### config.mk
export PLATFORM = sky130hd
export DESIGN_NAME = instr_fetch_reg
export DESIGN_NICKNAME = d
export VERILOG_FILES = /design/src/rtl/instr_fetch_reg.sv
export SDC_FILE = /design/constraint.sdc
export NUM_CORES = 1
export LEC_CHECK = 0
export BUFFER_PORTS_ARGS = -buffer_cell sky130_fd_sc_hd__clkbuf_2
export CAP_MARGIN = 20
export CORE_UTILIZATION = 35
export DETAILED_ROUTE_END_ITERATION = 16
export GPL_TIMING_DRIVEN = 0
export PLACE_DENSITY = 0.67
export SYNTH_ARGS = -nofsm -noshare
export SYNTH_HDL_FRONTEND = slang
export SYNTH_SLANG_ARGS = --single-unit
### constraint.sdc
create_clock -name clk -period 2.54 [get_ports clk]
set_input_delay 0.508 -clock clk [delete_from_list [all_inputs] [get_ports clk]]
set_output_delay 0.508 -clock clk [all_outputs]
set_load 0.02 [all_outputs]
### src/rtl/instr_fetch_reg.sv
// -----------------------------------------------------------------------------
// instr_fetch_reg
// Single-outstanding instruction fetch unit with a registered instruction
// register (IR) handed to the opcode decoders through a valid/ready pair.
// No prefetch: a new fetch is only issued after the held IR is consumed or
// flushed by a redirect.
//
// Optional feature macro: IFETCH_PERF_EN
//   When defined, adds fetch_count (wrapping count of consumed instructions)
//   and flush_count (saturating count of redirect cycles).
//
// Ports
//   clk          sole clock, rising edge
//   rst_n        asynchronous active-low reset
//   mem_req      fetch request to instruction memory (registered)
//   mem_addr     fetch address (the pc register)
//   mem_rdata    instruction word from memory
//   mem_rvalid   mem_rdata valid; answers the outstanding request
//   ir           registered instruction word
//   ir_valid     ir holds a valid instruction
//   ir_ready     consumer takes ir this cycle
//   ir_pc        address ir was fetched from
//   redirect     branch taken: flush and refetch from redirect_pc
//   redirect_pc  branch target
//   halt         level; suppresses new fetch requests
//   fetch_count  (IFETCH_PERF_EN) consumed instructions, wraps
//   flush_count  (IFETCH_PERF_EN) redirects, saturates
// -----------------------------------------------------------------------------
// state  | meaning
// REQ    | issue (mem_req=1) or, when halted/just reset, idle with mem_req=0
// WAIT   | request outstanding, waiting for mem_rvalid
// DROP   | flushed while outstanding; swallow the stale response
// HOLD   | ir valid, waiting for the ir_valid & ir_ready handshake
// -----------------------------------------------------------------------------
module instr_fetch_reg #(
  parameter int          ADDR_W   = 8,
  parameter int unsigned RESET_PC = 0
) (
  input  logic              clk,
  input  logic              rst_n,
  output logic              mem_req,
  output logic [ADDR_W-1:0] mem_addr,
  input  logic [15:0]       mem_rdata,
  input  logic              mem_rvalid,
  output logic [15:0]       ir,
  output logic              ir_valid,
  input  logic              ir_ready,
  output logic [ADDR_W-1:0] ir_pc,
  input  logic              redirect,
  input  logic [ADDR_W-1:0] redirect_pc,
  input  logic              halt
`ifdef IFETCH_PERF_EN
  ,
  output logic [15:0]       fetch_count,
  output logic [7:0]        flush_count
`endif
);

  typedef enum logic [1:0] {
    S_REQ  = 2'd0,
    S_WAIT = 2'd1,
    S_DROP = 2'd2,
    S_HOLD = 2'd3
  } state_t;

  localparam logic [ADDR_W-1:0] PC_INIT = ADDR_W'(RESET_PC);

  state_t            state, state_nxt;
  logic [ADDR_W-1:0] pc, pc_nxt;
  logic [15:0]       ir_nxt;
  logic [ADDR_W-1:0] ir_pc_nxt;
  logic              ir_valid_nxt;
  logic              mem_req_nxt;
  logic              handshake;

  // mem_req is a register rather than a state decode so that it is low
  // during reset and for the first cycle after release, and so that halt
  // acts on the request of the following cycle.
  always_ff @(posedge clk or negedge rst_n) begin
    if (!rst_n) begin
      state    <= S_REQ;
      pc       <= PC_INIT;
      ir       <= 16'h0000;
      ir_pc    <= '0;
      ir_valid <= 1'b0;
      mem_req  <= 1'b0;
    end else begin
      state    <= state_nxt;
      pc       <= pc_nxt;
      ir       <= ir_nxt;
      ir_pc    <= ir_pc_nxt;
      ir_valid <= ir_valid_nxt;
      mem_req  <= mem_req_nxt;
    end
  end

  always_comb begin
    state_nxt    = state;
    pc_nxt       = pc;
    ir_nxt       = ir;
    ir_pc_nxt    = ir_pc;
    ir_valid_nxt = ir_valid;
    mem_req_nxt  = 1'b0;
    handshake    = 1'b0;
    case (state)
      S_REQ: begin
        if (redirect) begin
          pc_nxt       = redirect_pc;
          ir_valid_nxt = 1'b0;
          mem_req_nxt  = !halt;
        end else if (mem_req) begin
          state_nxt   = S_WAIT;
          mem_req_nxt = 1'b1;
        end else begin
          // idle REQ cycle (reset exit or halt); any stray rvalid is ignored
          mem_req_nxt = !halt;
        end
      end
      S_WAIT: begin
        if (redirect) begin
          pc_nxt = redirect_pc;
          if (mem_rvalid) begin
            state_nxt   = S_REQ;
            mem_req_nxt = !halt;
          end else begin
            state_nxt = S_DROP;
          end
        end else if (mem_rvalid) begin
          ir_nxt       = mem_rdata;
          ir_pc_nxt    = pc;
          ir_valid_nxt = 1'b1;
          pc_nxt       = pc + 1'b1;
          state_nxt    = S_HOLD;
        end else begin
          mem_req_nxt = 1'b1;
        end
      end
      S_DROP: begin
        if (redirect) begin
          pc_nxt = redirect_pc;
        end
        if (mem_rvalid) begin
          state_nxt   = S_REQ;
          mem_req_nxt = !halt;
        end
      end
      S_HOLD: begin
        if (redirect) begin
          pc_nxt       = redirect_pc;
          ir_valid_nxt = 1'b0;
          state_nxt    = S_REQ;
          mem_req_nxt  = !halt;
        end else if (ir_ready) begin
          handshake    = 1'b1;
          ir_valid_nxt = 1'b0;
          state_nxt    = S_REQ;
          mem_req_nxt  = !halt;
        end
      end
      default: begin
        state_nxt = S_REQ;
      end
    endcase
  end

  assign mem_addr = pc;

`ifdef IFETCH_PERF_EN
  // A handshake overridden by a redirect is not a consumed instruction.
  always_ff @(posedge clk or negedge rst_n) begin
    if (!rst_n) begin
      fetch_count <= 16'h0000;
      flush_count <= 8'h00;
    end else begin
      if (handshake) begin
        fetch_count <= fetch_count + 16'h0001;
      end
      if (redirect && (flush_count != 8'hFF)) begin
        flush_count <= flush_count + 8'h01;
      end
    end
  end
`else
  logic unused_hs;
  assign unused_hs = handshake;
`endif

endmodule

==> impl_metrics.yaml <==
run_status:
  run_status: "finished, final reports clean"
final_layout:
  finalInstanceArea_um2: 2170
  areaGrowthSynthToFinish_pct: 27.4
  instances_no_fill: 254
  utilization_pct: 48.1
  insertedDiodeCount: 0
  drive_above_1_share_pct: 49.0
  fill_cells: 425
  final_common_cell: "clkbuf_2"
  finalNetCount: 236
  layout_common_cells: "62 x clkbuf_2, 36 x dfrtp_1, 17 x mux2_4"
  ff_latch_area_um2: 901
  multiInputGateArea_um2: 737
power:
  leakage_nw: 1.14
  power.density_nw_per_um2: 1150
  clockPowerShare_pct: 16.7
  p_int_mw: 1.55
  ir_drop_mv: 0.387
  combPwrFrac_pct: 44.8
  finalPower_mw: 2.48
  switching_power_mw: 0.934
  seqPwrFrac_pct: 38.5
  p_sw_share_pct: 37.6
clock_tree:
  cts_buffer_depth: 2
  clkLatencyLatePin_ns: 0.29
  cts_hold_buf: 0
  clk_pin_slew_worst_paths_ns: 0.07
  cts_tree: "done"
  cts.sinks: 36
  cts-buffers-inserted: 5
  cts_setup_buffers: 0
  ctsResizeCount: 0
  cts_max_level: 2
  cts_root_buf: "clkbuf_8"
timing:
  setup_viol: 0
  fin_worst_skew_ns: 0.00599
  tightest_slew_ns: 0.867
  post-route-period-util_pct: 68.5
  rsz0062_at_grt: "false"
  hold_viol_final: 0
  setup_tns_ns: 0
  hold_slack_ns: 0.329
  fmax_mhz: 575
  setup_slack_ns: 0.801
  slew_headroom_pct: 42.2
  fin_crit_ns: 1.74
  slew_viol_final: 0
min_path:
  hold_path_class: "in2async"
global_route:
  grt_pass1_vias: 1167
  grtUsageMet1_pct: 17.9
  antenna_found_initial: 0
  grt_pass1_wl_mm: 5.35
  busiest_layer: "met2"
  grt_start_max_net_pins: 37
  gr-usage-all-layers_pct: 13.8
  globalRouteOverflowTotal: 0
  gr-usage-met2_pct: 21.2
  grt.met3_usage_pct: 3.80
yosys:
  syn-num-nets: 167
  ys_warn_count: 0
  syn_inst: 132
  synth_area_per_cell_um2: 12.9
  ys_top_cells_by_area: "dfrtp_1 53%, mux2_4 15%, mux2_2 4.6%, ha_1 3.7%, o21ai_0 3.5%"
  synth-seq-area-share_pct: 53.0
  synth.ff_latch_count: 36
  synth_area_leader_cell: "dfrtp_1"
  syn_area_um2: 1700
  synth.distinct_cells: 29
  synth_top_area_share_pct: 53.0
detailed_routing:
  viasPerCell: 4.78
  drt_iter0_drc: 49
  finalWirelength_mm: 3.31
  wire_per_inst_um: 13.0
  vias: 1214
  firstDrtPassIters: 4
  drc: 0
  ant_nets: 0
setup_path:
  cpPeakStageDelay_ns: 0.41
  cp_num_buf_inv: 1
  cp.required_ns: 2.71
  setup.worst_path.class: "reg2reg"
  r2r_cells: 6
  path_cells: "inv_1, ha_1, nor2b_4, nor2_1, o221ai_1, mux2_2"
  r2r-end: "state[1]$_DFFE_PN0P_"
  cp_top_family: "flip-flops"
  crit_path_max_fanout: 7
  end_kind: "register"
  worstPathArrival_ns: 1.91
  rr_startpoint: "state[1]$_DFFE_PN0P_"
  crit_slowest_cell: "dfrtp_1"
  worstSetupStartpointType: "register"
  ff2ff_setup_slack_ns: 0.80
placement:
  place_inst: 246
  gp_congestion: 0.748
  dp_hpwl_mm: 2.50
  portBuffers: 62
  pre_cts_ws_ns: 0.802
  dpl_cell_area_um2: 2080
die:
  die_w_um: 71.7
  core_um2: 4500
  rows: 24
  die_area_um2: 5140
  start_util_pct: 37.8
  die_h_um: 71.7
  ioPinCount: 64
job:
  drv_cap: 0
-- cell usage after synthesis --
master / n
a2111oi_0: 1
a211oi_1: 1
a21oi_1: 4
a22o_1: 1
and3_1: 1
and4_1: 1
buf_2: 2
buf_4: 1
buf_6: 2
dfrtp_1: 36
ha_1: 5
inv_1: 6
mux2_2: 7
mux2_4: 17
mux2i_1: 1
nand2_1: 11
nand2_4: 1
nand2b_1: 2
nand3_1: 1
nand4_1: 3
nor2_1: 2
nor2b_1: 2
nor2b_4: 1
nor3_1: 2
o21ai_0: 12
o221ai_1: 1
o31ai_1: 1
xnor2_1: 3
xor2_1: 4
-- cells by family (layout without fill, tap and decap cells) --
logic type | after synthesis | count (layout) | share of synthesized area (%)
compound gates | 21 | 21 | 7.14
flops | 36 | 36 | 53.0
simple gates | 27 | 27 | 8.68
mux | 25 | 25 | 20.2
xor+xnor | 7 | 7 | 3.61
buf+inv | 11 | 81 | 3.68
fa+ha+maj | 5 | 5 | 3.68
-- layout make-up --
cell class                 instances  area share (%)
clock buffer                       8            4.16
sequential                        36            41.6
timing repair buffer              62            14.3
buffer                             5            1.85
inverter                           6            1.04
tap                               52            3.00
multi-input combinational         85            34.0
-- sequential cells by signal, indices dropped and copies added, names as in the netlist --
name      flops
ir           16
ir_pc         8
mem_addr      8
state         2
ir_valid      1
mem_req       1
-- routing by layer --
layer  share of wire [%]  vias up
met2                  44       38
met3                 3.8        7
li1                    -      592
met1                  50      577
met4                 2.3        0
met5                   0        -
-- power by group through the flow --
| stage | Clock [mW] | Sequential, mW | Combinational (mW) |
|---|---|---|---|
| 6_report | 0.414 | 0.955 | 1.11 |
| 5_1_grt | 0.457 | 0.983 | 1.20 |
| 4_1_cts | 0.429 | 0.957 | 1.13 |
| 3_5_place_dp | 0 | 0.966 | 1.12 |
| 3_3_place_gp | 0 | 0.958 | 1.11 |
| 2_1_floorplan | 0 | 1.23 | 0.509 |
-- how the worst max path moves through the flow --
stage,slack [ns],to,depth (start not counted),from
finish,0.80,state[1]$_DFFE_PN0P_,6,state[1]$_DFFE_PN0P_
global route,0.63,state[1]$_DFFE_PN0P_,6,state[1]$_DFFE_PN0P_
CTS,0.79,state[1]$_DFFE_PN0P_,6,state[1]$_DFFE_PN0P_
detailed placement,0.80,state[1]$_DFFE_PN0P_,6,state[1]$_DFFE_PN0P_
global placement,0.82,state[1]$_DFFE_PN0P_,6,state[1]$_DFFE_PN0P_
floorplan,0.94,state[1]$_DFFE_PN0P_,6,state[1]$_DFFE_PN0P_
Power figures use the tool's default switching activity.
